<file path="config.mk">
export PLATFORM = sky130hd
export DESIGN_NAME = axi_req_arbiter
export DESIGN_NICKNAME = d
export VERILOG_FILES = /design/src/rtl/axi_arb_pkg.sv /design/src/rtl/arb_pick.sv /design/src/rtl/axi_req_arbiter.sv
export SDC_FILE = /design/constraint.sdc
export NUM_CORES = 1
export LEC_CHECK = 0
export BUFFER_PORTS_ARGS = -buffer_cell sky130_fd_sc_hd__buf_2
export CAP_MARGIN = 40
export CELL_PAD_IN_SITES_DETAIL_PLACEMENT = 0
export CELL_PAD_IN_SITES_GLOBAL_PLACEMENT = 1
export CORE_AREA = 2 2 190 192
export DETAILED_ROUTE_END_ITERATION = 10
export DIE_AREA = 0 0 192 194
export GPL_ROUTABILITY_DRIVEN = 0
export PLACE_DENSITY = 0.59
export SLEW_MARGIN = 10
export SYNTH_ARGS = -nofsm -noshare
export SYNTH_HDL_FRONTEND = slang
export SYNTH_HIERARCHICAL = 1
export SYNTH_SLANG_ARGS = --single-unit
</file>
<file path="constraint.sdc">
create_clock -name clk -period 1.3 [get_ports clk]
set_clock_uncertainty 0.1 [all_clocks]
set_input_delay 0.13 -clock clk [delete_from_list [all_inputs] [get_ports clk]]
set_output_delay 0.13 -clock clk [all_outputs]
set_load 0.01 [all_outputs]
</file>
<file path="src/rtl/axi_arb_pkg.sv">
// Shared types and constants for the two-requester AXI request arbiter.
package axi_arb_pkg;

  typedef enum logic [1:0] {
    ARB   = 2'd0,
    ISSUE = 2'd1,
    BUSY  = 2'd2
  } t_arb_state;

  localparam int REQ_DCACHE = 0;
  localparam int REQ_ICACHE = 1;
  localparam int NUM_REQ    = 2;

endpackage

</file>
<file path="src/rtl/arb_pick.sv">
// Combinational winner select between the D-cache and I-cache requesters.
module arb_pick
  import axi_arb_pkg::*;
(
  input  logic [NUM_REQ-1:0] pending,
  input  logic               rr_last,
  input  logic               rr_mode,
  output logic [NUM_REQ-1:0] winner
);

  // On contention the requester not served last wins in round-robin mode;
  // otherwise the D-cache always wins.
  always_comb begin
    winner = '0;
    if (pending[REQ_DCACHE] && pending[REQ_ICACHE]) begin
      if (rr_mode && !rr_last) winner[REQ_ICACHE] = 1'b1;
      else                     winner[REQ_DCACHE] = 1'b1;
    end else begin
      winner = pending;
    end
  end

endmodule

</file>
<file path="src/rtl/axi_req_arbiter.sv">
// Shares one AXI4 master between the D-cache (port 0) and I-cache (port 1).
// Define AXI_ARB_ROUND_ROBIN_EN for round-robin arbitration; fixed priority otherwise.
module axi_req_arbiter
  import axi_arb_pkg::*;
#(
  parameter int ADDR_W = 32,
  parameter int DATA_W = 64,
  parameter int LEN_W  = 8
) (
  input  logic                          clk,
  input  logic                          arst_n,
  input  logic [1:0]                    i_req_wr,
  input  logic [1:0]                    i_req_rd,
  input  logic [1:0][ADDR_W-1:0]        i_req_addr,
  input  logic [1:0][DATA_W-1:0]        i_req_wdata,
  input  logic [1:0][LEN_W-1:0]         i_req_len,
  input  logic [1:0][2:0]               i_req_size,
  input  logic [1:0][1:0]               i_req_burst,
  input  logic [1:0][DATA_W/8-1:0]      i_req_strb,
  output logic [DATA_W-1:0]             o_req_rdata,
  output logic [1:0]                    o_req_handshake,
  output logic [1:0]                    o_req_done,
  output logic [1:0]                    o_grant,
  output logic                          o_m_write_req,
  output logic                          o_m_read_req,
  output logic [ADDR_W-1:0]             o_m_addr,
  output logic [DATA_W-1:0]             o_m_wdata,
  output logic [LEN_W-1:0]              o_m_len,
  output logic [2:0]                    o_m_size,
  output logic [1:0]                    o_m_burst,
  output logic [DATA_W/8-1:0]           o_m_strb,
  input  logic [DATA_W-1:0]             i_m_rdata,
  input  logic                          i_m_handshake,
  input  logic                          i_m_done
);

  t_arb_state         state, state_nxt;
  logic [NUM_REQ-1:0] grant, grant_nxt;
  logic [NUM_REQ-1:0] pending;
  logic [NUM_REQ-1:0] winner;
  logic               owner;
  logic               rr_last;
  logic               rr_mode;

  assign pending = i_req_wr | i_req_rd;

`ifdef AXI_ARB_ROUND_ROBIN_EN
  assign rr_mode = 1'b1;

  always_ff @(posedge clk or negedge arst_n) begin
    if (!arst_n)             rr_last <= 1'b1;
    else if (state == ISSUE) rr_last <= grant[REQ_ICACHE];
  end
`else
  assign rr_mode = 1'b0;
  assign rr_last = 1'b1;
`endif

  arb_pick u_pick (
    .pending (pending),
    .rr_last (rr_last),
    .rr_mode (rr_mode),
    .winner  (winner)
  );

  always_ff @(posedge clk or negedge arst_n) begin
    if (!arst_n) begin
      state <= ARB;
      grant <= '0;
    end else begin
      state <= state_nxt;
      grant <= grant_nxt;
    end
  end

  // Master requests are raised only in the single ISSUE cycle, so a request
  // can never be seen by the master while a transaction is in flight.
  always_comb begin
    state_nxt     = state;
    grant_nxt     = grant;
    o_m_write_req = 1'b0;
    o_m_read_req  = 1'b0;
    case (state)
      ARB: begin
        if (|pending) begin
          grant_nxt = winner;
          state_nxt = ISSUE;
        end
      end
      ISSUE: begin
        if ((i_req_wr & grant) != '0) o_m_write_req = 1'b1;
        else                          o_m_read_req  = 1'b1;
        state_nxt = BUSY;
      end
      BUSY: begin
        if (i_m_done) begin
          grant_nxt = '0;
          state_nxt = ARB;
        end
      end
      default: begin
        grant_nxt = '0;
        state_nxt = ARB;
      end
    endcase
  end

  assign owner = grant[REQ_ICACHE];

  always_comb begin
    o_m_addr  = '0;
    o_m_wdata = '0;
    o_m_len   = '0;
    o_m_size  = '0;
    o_m_burst = '0;
    o_m_strb  = '0;
    if (grant != '0) begin
      o_m_addr  = i_req_addr[owner];
      o_m_wdata = i_req_wdata[owner];
      o_m_len   = i_req_len[owner];
      o_m_size  = i_req_size[owner];
      o_m_burst = i_req_burst[owner];
      o_m_strb  = i_req_strb[owner];
    end
  end

  assign o_grant         = grant;
  assign o_req_rdata     = i_m_rdata;
  assign o_req_handshake = {NUM_REQ{i_m_handshake}} & grant;
  assign o_req_done      = {NUM_REQ{i_m_done}} & grant;

endmodule

</file>
==> metrics.csv <==
stage,metric,value,unit
status,outcome,"finished, violations left",
status,violations,setup timing,
finish,fill_cells,4055,
min_path,hp-class,in2async,
clock_network,cts_root_buf,clkbuf_16,
finish,area_delta_synth_final,132,%
setup_path,cp_cell_sequence,"nor2b_4, buf_12, buf_12, clkbuf_16, a22o_1, buf_2",
clock_network,cts_sinks,4,
sta,finalHoldViolCount,0,
sta,tns,-51.02,ns
logic_synthesis,synth_nets,548,
global_route,grt_pass1_vias,3146,
flow_run,max_cap_violations,0,
logic_synthesis,synth_cell_types,25,
drt,drtPass1Iterations,4,
finish,drive_above_1_share,74.5,%
global_route,globalRoute.totalOverflow,0,
logic_synthesis,yosysSeqAreaShare,5.18,%
drt,vias_per_cell,3.20,
sta,fmax,562,MHz
drt,drt-total-wl,15.2,mm
placement,place_inst,998,
setup_path,cp-startpoint,o_grant[1]$_DFFE_PN0P_,
drt,dr.first_iter.drc_count,61,
logic_synthesis,syn_inst,242,
setup_path,cp_common_cell,buf_12,
drt,drc,0,
setup_path,critPathTopFamily,buffers and inverters,
logic_synthesis,synth_seq_cells,4,
clock_network,clkSlewWorstSetupHoldPaths,0.03,ns
placement,port_buffers,366,
sta,finalCritPeriodShare,137,%
pwr,power_density,2030,mW/mm²
logic_synthesis,syn_area,0.00193,mm²
global_route,antenna_found_initial,0,
die,die_x,192,µm
clock_network,htreeDepth,1,
die,ioPinCount,495,
finish,n_antenna_cell,0,
placement,post-place-ws,-0.298,ns
setup_path,crit_buf_inv,4,
finish,final_cell_area,0.00448,mm²
setup_path,crit_type,reg2out,
logic_synthesis,avgSynthCellArea,7.98,µm²
global_route,grt_usage,6.83,%
setup_path,endpoint_kind,output port,
drt,vias,3273,
sta,setup_ws,-0.478,ns
setup_path,crit-reg2reg-launch,o_grant[1]$_DFFE_PN0P_,
placement,hpwl,11.5,mm
placement,place_area,0.00396,mm²
die,coreArea,0.0352,mm²
global_route,grt_pass1_wl,18.8,mm
finish,fin_nets,868,
finish,final_common_cell,buf_2,
pwr,leakagePower,2.49,nW
die,start_util,5.48,%
clock_network,clk_latency,0.22,ns
sta,finalCriticalPeriod,1.78,ns
die,die_area,0.0372,mm²
sta,rsz0062_at_grt,true,
setup_path,cpPeakStageDelay,0.48,ns
global_route,grt_max_degree,61,
die,die_h,194,µm
drt,avgRoutedWirePerCell,14.9,µm
clock_network,cts_tree,done,
setup_path,critPathMaxFanout,11,
drt,ant_nets,0,
logic_synthesis,yosys_warnings,6,
setup_path,startpoint_type,flip-flop,
sta,setup_viol,122,
sta,slew_violations,0,
finish,layout.cells.non_filler,1022,
clock_network,cts_buffer_depth,2,
finish,most-common-layout-cells,"buf_2 (360), a22o_1 (115), buf_4 (18), buf_6 (9), buf_12 (8)",
pwr,vdd_drop_max,0.620,mV
setup_path,arrival,1.55,ns
clock_network,cts_made_buffers,3,
setup_path,crit_slowest_cell,dfrtp_4,
die,core.rowCount,69,
setup_path,cp.required,1.07,ns
state kept, by name, indices dropped and copies added, names as in the netlist:
| name | cells |
|---|---|
| state | 2 |
| o_grant | 2 |
synth_stat cells:
library cell  count  share of area [%]
a22oi_1           1               0.39
nor3_1            1               0.26
buf_1             1               0.19
o22ai_1           2               0.65
or2_2             2               0.65
buf_2            14                3.6
buf_6             1               0.58
a21oi_1           1               0.26
and2_1            4                1.3
nand2_1           3               0.58
a22o_1          117                 53
o21a_1            1               0.39
a32oi_1           2               0.91
dfrtp_1           4                5.2
buf_4            67                 26
or4_4             1               0.58
mux2_2            1               0.58
conb_1            2               0.39
inv_1             2               0.39
and3_1            1               0.32
nor2b_1           2               0.65
nor2b_4           1               0.71
clkbuf_1          8                1.6
nor2_1            2               0.39
nor4_1            1               0.32
worst register-to-register path, stage by stage, from the launching register on:
cell     delay, ns
dfrtp_4       0.48
buf_4         0.19
a32oi_1       0.17
o22ai_1       0.12
report_power, final:
| part | internal (mW) | switching (mW) |
|---|---|---|
| clock network | 0.405 | 0.0879 |
| registers | 0.194 | 0.0596 |
| logic | 4.35 | 3.99 |
| total | 4.95 | 4.14 |
cell families after synthesis:
group / share of synthesized area (%)
compound gates: 55.7
simple gates: 5.77
other cells: 0.389
flops: 5.18
mux: 0.583
buf+inv: 32.4
through the flow:
step | power (mW) | hold slack, ns | util, %
after global placement | 6.94 | -0.152 | 11.2
after CTS | 8.76 | 0.160 | 12.4
after detailed placement | 6.95 | -0.145 | 11.2
final | 9.09 | 0.160 | 12.7
after global routing | 9.87 | 0.160 | 12.7
after floorplan | 4.30 | -0.266 | -
layout make-up:
cell class	instances	area (µm²)	area share, %
Inverter	2	7.51	0.168
Clock buffer	4	78.8	1.76
Tap cell	461	577	12.9
Timing Repair Buffer	406	2480	55.3
Multi-Input combinational cell	145	1230	27.6
Sequential cell	4	104	2.32
metal layers:
layer,wire (µm),vias up,global-route usage [%]
met3,1450,50,1.59
met4,774,0,3.34
met2,7490,265,13.2
li1,-,1532,-
met1,5500,1426,6.68
met5,0,-,0
worst paths after layout:
| path | to | slack [ns] | cells after the start |
|---|---|---|---|
| max | o_m_addr[17] | -0.48 | 6 |
| min | o_grant[0]$_DFFE_PN0P_ | 0.16 | 2 |
| max reg2reg | o_grant[1]$_DFFE_PN0P_ | 0.11 | 3 |
| min reg2reg | state[0]$_DFFE_PN0P_ | 0.34 | 1 |
| max in group asynchronous | o_grant[1]$_DFFE_PN0P_ | 0.79 | 2 |
| min in group clk | o_req_rdata[0] | 0.16 | 0 |
timing repair:
item,4_1_cts,5_1_grt
hold buffers,1,0
pin swaps,3,0
cloned,5,5
hold endpoints to repair,4,0
endpoints found under the setup margin,122,123
resized for setup,22,3
buffers inserted,9,0
(Power assumes the default switching activity.)
